==> config.mk <==
export PLATFORM = sky130hd
export DESIGN_NAME = button_conditioner
export DESIGN_NICKNAME = d
export VERILOG_FILES = /design/src/rtl/button_conditioner.sv
export SDC_FILE = /design/constraint.sdc
export NUM_CORES = 1
export LEC_CHECK = 0
export CAP_MARGIN = 20
export CORE_AREA = 2 2 153 155
export DETAILED_ROUTE_END_ITERATION = 8
export DIE_AREA = 0 0 155 157
export GPL_TIMING_DRIVEN = 1
export PLACE_DENSITY = 0.59
export RECOVER_POWER = 50
export SLEW_MARGIN = 20
export SYNTH_ARGS = -nofsm -noshare
export SYNTH_HDL_FRONTEND = slang
export SYNTH_SLANG_ARGS = --single-unit
==> constraint.sdc <==
create_clock -name clk_i -period 10.73 [get_ports clk_i]
set_input_delay 2.146 -clock clk_i [delete_from_list [all_inputs] [get_ports clk_i]]
set_output_delay 2.146 -clock clk_i [all_outputs]
set_load 0.02 [all_outputs]
==> src/rtl/button_conditioner.sv <==
// Push-button front-end: per channel a 2-flop synchronizer, a counter-based
// debouncer, single-cycle press/release pulses and, for channels selected by
// REPEAT_MASK, hold-to-repeat step pulses.
//
// Optional feature macro: BUTTON_AUTOREPEAT_EN
//   defined   - repeat FSMs/counters are built for channels with REPEAT_MASK bit set
//   undefined - no repeat logic; btn_step_o == btn_press_o on every channel
//
// Ports:
//   clk_i          system clock
//   rst_i          asynchronous active-high reset
//   btn_in_i       raw asynchronous button pins, active-high
//   btn_level_o    debounced level
//   btn_press_o    1-cycle pulse on debounced rising edge
//   btn_release_o  1-cycle pulse on debounced falling edge
//   btn_step_o     press pulse OR repeat tick
module button_conditioner #(
  parameter int unsigned         CLK_FREQ        = 100_000_000,
  parameter int unsigned         NUM_BTN         = 5,
  parameter int unsigned         DEBOUNCE_MS     = 10,
  parameter int unsigned         REPEAT_DELAY_MS = 500,
  parameter int unsigned         REPEAT_RATE_MS  = 100,
  parameter logic [NUM_BTN-1:0]  REPEAT_MASK     = NUM_BTN'(5'b00010)
) (
  input  logic               clk_i,
  input  logic               rst_i,
  input  logic [NUM_BTN-1:0] btn_in_i,
  output logic [NUM_BTN-1:0] btn_level_o,
  output logic [NUM_BTN-1:0] btn_press_o,
  output logic [NUM_BTN-1:0] btn_release_o,
  output logic [NUM_BTN-1:0] btn_step_o
);

  localparam int unsigned CycPerMs = CLK_FREQ / 1000;
  localparam int unsigned Db       = CycPerMs * DEBOUNCE_MS;
  localparam int unsigned Rd       = CycPerMs * REPEAT_DELAY_MS;
  localparam int unsigned Rr       = CycPerMs * REPEAT_RATE_MS;
  localparam int unsigned MaxDbRd  = (Db > Rd) ? Db : Rd;
  localparam int unsigned MaxCnt   = (MaxDbRd > Rr) ? MaxDbRd : Rr;
  localparam int unsigned CntW     = $clog2(MaxCnt) + 1;

`ifdef BUTTON_AUTOREPEAT_EN
  typedef enum logic [1:0] {StIdle, StDelay, StRepeat} rep_state_e;
`endif

  logic [NUM_BTN-1:0] s1_q;
  logic [NUM_BTN-1:0] s2_q;

  always_ff @(posedge clk_i or posedge rst_i) begin
    if (rst_i) begin
      s1_q <= '0;
      s2_q <= '0;
    end else begin
      s1_q <= btn_in_i;
      s2_q <= s1_q;
    end
  end

  for (genvar i = 0; i < NUM_BTN; i++) begin : g_ch
    logic            stable_q;
    logic            stable_dly_q;
    logic [CntW-1:0] cnt_q;
    logic            press;
    logic            tick;

    // Count consecutive cycles where the synchronized input differs from the
    // accepted level; any return to the accepted level restarts the count.
    always_ff @(posedge clk_i or posedge rst_i) begin
      if (rst_i) begin
        stable_q     <= 1'b0;
        stable_dly_q <= 1'b0;
        cnt_q        <= '0;
      end else begin
        stable_dly_q <= stable_q;
        if (s2_q[i] == stable_q) begin
          cnt_q <= '0;
        end else if (cnt_q == CntW'(Db - 1)) begin
          stable_q <= s2_q[i];
          cnt_q    <= '0;
        end else begin
          cnt_q <= cnt_q + CntW'(1);
        end
      end
    end

    assign press            = stable_q & ~stable_dly_q;
    assign btn_level_o[i]   = stable_q;
    assign btn_press_o[i]   = press;
    assign btn_release_o[i] = ~stable_q & stable_dly_q;
    assign btn_step_o[i]    = press | tick;

    if (REPEAT_MASK[i]) begin : g_rep
`ifdef BUTTON_AUTOREPEAT_EN
      rep_state_e      state_q;
      logic [CntW-1:0] rcnt_q;

      always_ff @(posedge clk_i or posedge rst_i) begin
        if (rst_i) begin
          state_q <= StIdle;
          rcnt_q  <= '0;
        end else if (!stable_q) begin
          state_q <= StIdle;
          rcnt_q  <= '0;
        end else begin
          unique case (state_q)
            StIdle: begin
              if (press) begin
                state_q <= StDelay;
                rcnt_q  <= '0;
              end
            end
            StDelay: begin
              if (rcnt_q == CntW'(Rd - 1)) begin
                state_q <= StRepeat;
                rcnt_q  <= '0;
              end else begin
                rcnt_q <= rcnt_q + CntW'(1);
              end
            end
            StRepeat: begin
              if (rcnt_q == CntW'(Rr - 1)) begin
                rcnt_q <= '0;
              end else begin
                rcnt_q <= rcnt_q + CntW'(1);
              end
            end
            default: begin
              state_q <= StIdle;
              rcnt_q  <= '0;
            end
          endcase
        end
      end

      // Gated by the live level so no tick lands on the release cycle.
      assign tick = stable_q &
                    (((state_q == StDelay)  && (rcnt_q == CntW'(Rd - 1))) ||
                     ((state_q == StRepeat) && (rcnt_q == CntW'(Rr - 1))));
`else
      assign tick = 1'b0;
`endif
    end else begin : g_norep
      assign tick = 1'b0;
    end
  end

endmodule

==> impl_results.md, run 1 <==
- Pin count of the biggest net entering global routing: between 80 and 90
- Worst path arrival time: 5300 ps
- Post-Place Setup Slack: ~6500 ps
- Max-slew violations: 117
- Number of hold violations in the final report: 0
- Synth Warn #: 0
- Slew HR: -1.173
- Register area share after synthesis: 0.4937
- Setup-failing EPs final: 0
- Reg clk slew, reported paths: 60 ps
- Post-Route WL: approximately 15000 um
- Worst hold path depth: 0
- Fillers: 2210
- Vias in the first global route: approximately 5800
- Final worst slack: about 6000 ps
- Iteration-0 DRC Markers: 340
- Simple-gate area share of the yosys netlist: 0.2771
- Failing checks: max-capacitance violations, max-slew violations
- Total power: around 1200 uW
- Htree depth: 4
- Number of buffers created by CTS: 17
- Worst reg2reg path depth: 5
- R2r startpoint: g_ch[2].cnt_q[0]
- CP Launch Type: input pin
- Top delay family on crit path: buffers and inverters
- Port Buffers: 26
- WL/cell: around 14 um
- Core area: 22500 um2
- Die span in x: about 160 um
- GRT Overall Usage: 0.1360
- # resized after CTS: 0
- Maxcap violations: 3
- Post-synthesis adder-cell area fraction: 0.007963
- Worst-Margin Slew: roughly 3200 ps
- Non-filler instance count after layout: 1114
- DP Wirelength: between 10000 and 15000 um
- Share of the synthesized area in the top cell type: 0.4937
- Ys async rst share: 1.000
- CP max-delay cell: clkinvlp_2
- Hold Buf Count CTS: 0
- Hold Crit Start: s1_q[2]
- Largest stage delay, worst path: 1820 ps
- FF-to-FF setup slack: between 6000 and 7000 ps
- Via count: a little under 6000
- Mux cell area share after synthesis: 0.008441
- RR Endpoint: g_ch[2].cnt_q[25]
- Fmax: between 0.2 and 0.25 GHz
- Synth-to-Final Area Change: 12.15%
- Placer Congestion: around 0.78
- Worst-path cell chain: dlygate4sd3_1 > clkinvlp_2 > buf_6
- Synth Area in Compound Gates: 0.09540
- Post-synth EDFFs: 0
- RSZ-0062 raised after global routing: false
- Min Tclk post-route: about 4800 ps
- Share of cells above drive strength 1: 0.06273
- Syn Inst Count: 812
- CP Capture Type: asynchronous set/reset pin
- Largest family of logic cells by synthesized area: simple AND/OR/NAND/NOR gates
- ANT cells: 0
- XOR/XNOR share of the synthesized area: 0.07804
- Residual DRC: 0
- Root cell of the clock tree: clkbuf_16
- Initial Util: 0.3491
- Placed cells: around 1100
- Layout Nets: between 800 and 900
- Worst hold path class: register to register
- Status: finished, violations left
- Yosys reg bits: about 160
- Register Area: 3879 um2
- Die footprint: between 20000 and 25000 um2
- CTS tree: done
- DIE HEIGHT: around 160 um
- Synthesized Nets: 824
- Post-route ant nets: 0
- Synth Flop Type: dfrtp_1
- TritonRoute pass-1 iters: 4
- Clock skew: around 11 ps
- Row count: 55
- Max Fanout on Critical Path: 82
- Pwr/cell area: 141.2 nW/um2
- CP bufs+invs: 3
- Via density per instance: approximately 5.3
- Post-CTS Setup Inserts: 0
- Main area contributors after synthesis: dfrtp_1, xor2_1, nor2_1
- Finished Core Util: 0.3915
- Netlist cell types: 44
- Multi-input gate area: about 3600 um2
- Mean Syn Cell Area: 9.675 um2
- First-pass GRT wire length: 27500 um
- CTS max path bufs: 2
- Synth area leader: dfrtp_1
- Leak: 0.003359 uW
- Io pins: 27
- Clock sink count: roughly 160
- WP data required: ~11000 ps
- WS Path Type: input pin to asynchronous set/reset pin
- Initial antenna violation count: 0
- Worst skew pair latency: 420 ps
- Maximum VDD drop: 0.0001086 V
- Cell Area, Synth: between 7000 and 8000 um2
- Congestion Overflow GR: 0
- Fin crit share: 0.4502
- Hold Path End: s2_q[2]
- Setup TNS Final: 0 ps
==> layer usage <==
layer,share of wire,wire length [um],vias up,global-route usage
li1,-,-,2981,-
met1,0.49,7565,2890,0.1819
met2,0.48,7481,50,0.2239
met3,0.019,296,9,0.02671
met4,0.0097,151,0,0.04145
met5,0,0,-,0
==> sequential cells by signal (all words and copies together) (netlist names) <==
name,cells
g_ch.cnt_q,135
s1_q,5
g_ch.stable_dly_q,5
s2_q,5
g_ch.stable_q,5
==> cells in the mapped netlist, drive strengths merged, types with 10 or more instances <==
cell / count
a21oi: 57
and3: 10
and4: 14
buf: 24
clkbuf: 22
dfrtp: 155
inv: 17
nand2: 48
nand3: 48
nand4: 48
nor2: 81
nor2b: 10
nor3: 14
nor4: 29
o21ai: 31
o31ai: 27
or3: 40
or4: 34
xnor2: 30
xor2: 40
==> cell families (layout without fill, tap and decap cells) <==
| kind of cell | after synthesis | after routing |
|---|---|---|
| buf+inv | 63 | 80 |
| compound gates | 123 | 123 |
| flops | 155 | 155 |
| mux | 6 | 6 |
| simple gates | 390 | 390 |
| xor+xnor | 70 | 70 |
| fa+ha+maj | 5 | 5 |
==> worst max-delay path by stage <==
stage	start	to	slack [ps]	depth (start not counted)
floorplan	rst_i	g_ch[0].cnt_q[0]	4410	1
global placement	rst_i	g_ch[1].stable_dly_q	6460	3
detailed placement	rst_i	g_ch[1].stable_dly_q	6460	3
CTS	g_ch[3].stable_q	btn_step_o[3]	6850	2
global route	rst_i	g_ch[1].cnt_q[2]	5190	3
finish	rst_i	g_ch[1].cnt_q[2]	5900	3
==> through the flow <==
| stage | hold WS (ps) | instance area (um2) |
|---|---|---|
| after floorplan | 331.2 | 7856 |
| after global placement | 335.0 | 8264 |
| after detailed placement | 337.0 | 8264 |
| after CTS | 352.4 | 8869 |
| after global routing | 356.9 | 8811 |
| final | 350.7 | 8811 |
==> cell type report <==
cell class	instances	area share
inverter	17	0.007384
tap	285	0.04047
clock buffer	17	0.04828
timing repair buffer	31	0.03252
clock inverter	15	0.02031
multi-input combinational	594	0.4108
sequential	155	0.4402
==> where the power goes <==
group          leakage (uW)  switching (uW)  internal [uW]
clock              0.000294             262            351
sequential          0.00213            6.69            591
combinational      0.000934            25.7           7.83
==> placed cells by master (no fill, tap or decap), types with 2 or more instances in the layout <==
master / instances
dfrtp_1: 155
nor2_1: 81
a21oi_1: 56
nand2_1: 48
nand3_1: 48
nand4_1: 46
or3_1: 40
xor2_1: 40
or4_1: 33
o21ai_0: 31
xnor2_1: 30
nor4_1: 29
o31ai_1: 26
clkdlybuf4s50_1: 20
clkbuf_16: 17
inv_1: 16
and4_1: 14
nor3_1: 14
and3_1: 10
nor2b_1: 10
inv_6: 6
dlygate4sd3_1: 6
or2_2: 5
mux2_2: 5
ha_1: 5
o41ai_1: 4
clkbuf_1: 4
nor4b_1: 3
clkinv_4: 3
nand4_2: 2
bufinv_16: 2
Note: power is estimated with default switching activity, not from simulation.
==> run 2, diff against run 1 <==
==> constraint.sdc (replaced) <==
create_clock -name clk_i -period 4.57 [get_ports clk_i]
set_input_delay 0.914 -clock clk_i [delete_from_list [all_inputs] [get_ports clk_i]]
set_output_delay 0.914 -clock clk_i [all_outputs]
set_load 0.02 [all_outputs]
==> impl_results.md, run 2 (synthesis gave the netlist of run 1 again) <==
- Pwr/cell area: 334.2 nW/um2 (+140%)
- Top delay family on crit path: compound AO/OA/AOI/OAI gates
- Pint: 2341 uW (+150%)
- WL/cell: 14.16 um (+1.8%)
- CP Capture Type: register
- Largest stage delay, worst path: 1410 ps (-410 ps)
- FF-to-FF setup slack: 1750 ps (-4790 ps)
- DP Wirelength: 10200 um (about the same)
- WP data required: 4870 ps (-6330 ps)
- Via count: 6048 (+2.0%)
- Core area: 22500 um2 (unchanged)
- Clock skew: 9.954 ps (-1.219 ps)
- Worst-path cell chain: and4_1 > nand3_1 > o31ai_1 > buf_8 > nor2_1
- First-pass GRT wire length: 27950 um (+1.6%)
- Setup TNS Final: 0 ps (unchanged)
- Min Tclk post-route: ~2800 ps
- R2r startpoint: g_ch[4].cnt_q[2]
- Worst hold path depth: 0 (unchanged)
- Post-Route WL: 15790 um (+1.9%)
- Hold Path End: s2_q[3]
- Worst-Margin Slew: 1716 ps (-1526 ps)
- Initial Util: 0.3491 (unchanged)
- Max FFs per register: 135 (unchanged)
- CP Launch Type: register
- DIE HEIGHT: 157 um (unchanged)
- Most frequent cells in the layout: dfrtp_1, nor2_1, a21oi_1
- Sw Pwr: 638.4 uW (+120%)
- Post-CTS Setup Inserts: 0 (unchanged)
- Setup-failing EPs final: 0 (unchanged)
- Reg clk slew, reported paths: 60 ps (about the same)
- Switching Fraction: 0.2143 (-0.02209)
- Slew HR: -0.1538 (+1.019)
- Status: finished, violations left
- Failing checks: max-capacitance violations, max-slew violations
- CP max-delay cell: o31ai_1
- Io pins: 27 (unchanged)
- RSZ-0062 raised after global routing: false
- Die footprint: 24340 um2 (unchanged)
- Worst skew pair latency: 420 ps (about the same)
- Htree depth: 4 (unchanged)
- Port Buffers: 26 (unchanged)
- Worst reg2reg path depth: 5 (unchanged)
- Maxcap violations: 1 (-2)
- CTS max path bufs: 2 (unchanged)
- Final worst slack: 1750 ps (-4149 ps)
- Worst path arrival time: 3120 ps (-2180 ps)
- Hold Crit Start: s1_q[3]
- Share of total power in the clock network: 0.501 (+0.008)
- Sequential share of power: 0.471 (-0.009)
- Clock sink count: 155 (unchanged)
- Via density per instance: 5.424 (+1.9%)
- CTS tree: done
- Synth-to-Final Area Change: 13.47%
- RR Endpoint: g_ch[4].cnt_q[8]
- ANT cells: 0 (unchanged)
- TritonRoute pass-1 iters: 4 (unchanged)
- Row count: 55 (unchanged)
- Layout Nets: 829 (+0.12%)
- Worst hold path class: register to register
- Max-slew violations: 13 (-89%)
- Max Fanout on Critical Path: 15 (-82%)
- Residual DRC: 0 (unchanged)
- Finished Core Util: 0.3962 (+0.004614)
- Vias in the first global route: 5951 (+3.4%)
- Placer Congestion: 0.7757 (about the same)
- Fmax: about 0.35 GHz
- Post-Place Setup Slack: 1827 ps (-4631 ps)
- CP bufs+invs: 1 (-2)
- Number of buffers created by CTS: 17 (unchanged)
- Die span in x: 155 um (unchanged)
- GRT Overall Usage: 0.1381 (+0.002059)
- Biggest register: g_ch.cnt_q
- Leak: 0.003396 uW (+1.1%)
- Share of cells above drive strength 1: 0.06867 (+0.005949)
- Post-route ant nets: 0 (unchanged)
- WS Path Type: register to register
- Maximum VDD drop: 0.0002121 V (+95%)
- Number of hold violations in the final report: 0 (unchanged)
- Hold Buf Count CTS: 0 (unchanged)
- Root cell of the clock tree: clkbuf_16
- Total power: 2979 uW (+140%)
- Most common cell after layout, fill and taps aside: dfrtp_1
- Congestion Overflow GR: 0 (unchanged)
- Initial antenna violation count: 0 (unchanged)
- Logic pwr share: 0.028 (about the same)
- Iteration-0 DRC Markers: 372 (+9.4%)
- Fin crit share: 0.6171
- # resized after CTS: 0 (unchanged)
- Pin count of the biggest net entering global routing: 96 (+16%)
## run 2: power groups by stage
stage / Sequential (uW) / Clock, uW / Combinational (uW)
after floorplan: 1430 / 0 / 60.7
after global placement: 1430 / 0 / 87.2
after detailed placement: 1430 / 0 / 86.9
after CTS: 1400 / 1530 / 87.3
after global routing: 1410 / 1590 / 99.0
final: 1400 / 1490 / 83.9
## run 2: worst max path at each step
stage / start / endpoint / slack [ps] / cells after the start
after global placement: g_ch[2].cnt_q[0] / g_ch[2].cnt_q[25] / 1880 / 5
final: g_ch[4].cnt_q[2] / g_ch[4].cnt_q[8] / 1750 / 5
after global routing: g_ch[4].cnt_q[2] / g_ch[4].cnt_q[8] / 1600 / 5
after floorplan: rst_i / g_ch[0].cnt_q[0] / 1700 / 1
after CTS: g_ch[2].cnt_q[0] / g_ch[2].cnt_q[25] / 1830 / 5
after detailed placement: g_ch[2].cnt_q[0] / g_ch[2].cnt_q[25] / 1830 / 5
## run 2: worst reg2reg max path, stage by stage (launching register included)
cell and delay, ps:
dfrtp_1 480, and4_1 310, nand3_1 170, o31ai_1 1410
buf_8 270, nor2_1 80
## run 2: area by class of cell
cell class,instances,area (um2)
fillers,2243,13590
flip-flops and latches,155,3879
multi-input cells,594,3665
clock buffers,22,454.2
well taps,285,356.6
repair buffers,32,329.1
clock inverters,10,166.4
inverters,17,65.06
## run 2: layer usage
layer / part of all wire / GRT usage / vias up
li1: - / - / 2980
met5: 0 / 0 / -
met4: 0.0087 / 0.04894 / 0
met1: 0.48 / 0.1775 / 2979
met3: 0.030 / 0.03111 / 7
met2: 0.48 / 0.2294 / 82
## run 2: metrics by stage
step / instances / hold WS, ps / cell area (um2)
6_report: 1115 / 350.0 / 8915
5_1_grt: 1115 / 359.1 / 8915
4_1_cts: 1113 / 352.7 / 8904
3_5_place_dp: 1081 / 337.8 / 8283
3_3_place_gp: 1081 / 335.3 / 8283
2_1_floorplan: 812 / 331.2 / 7860
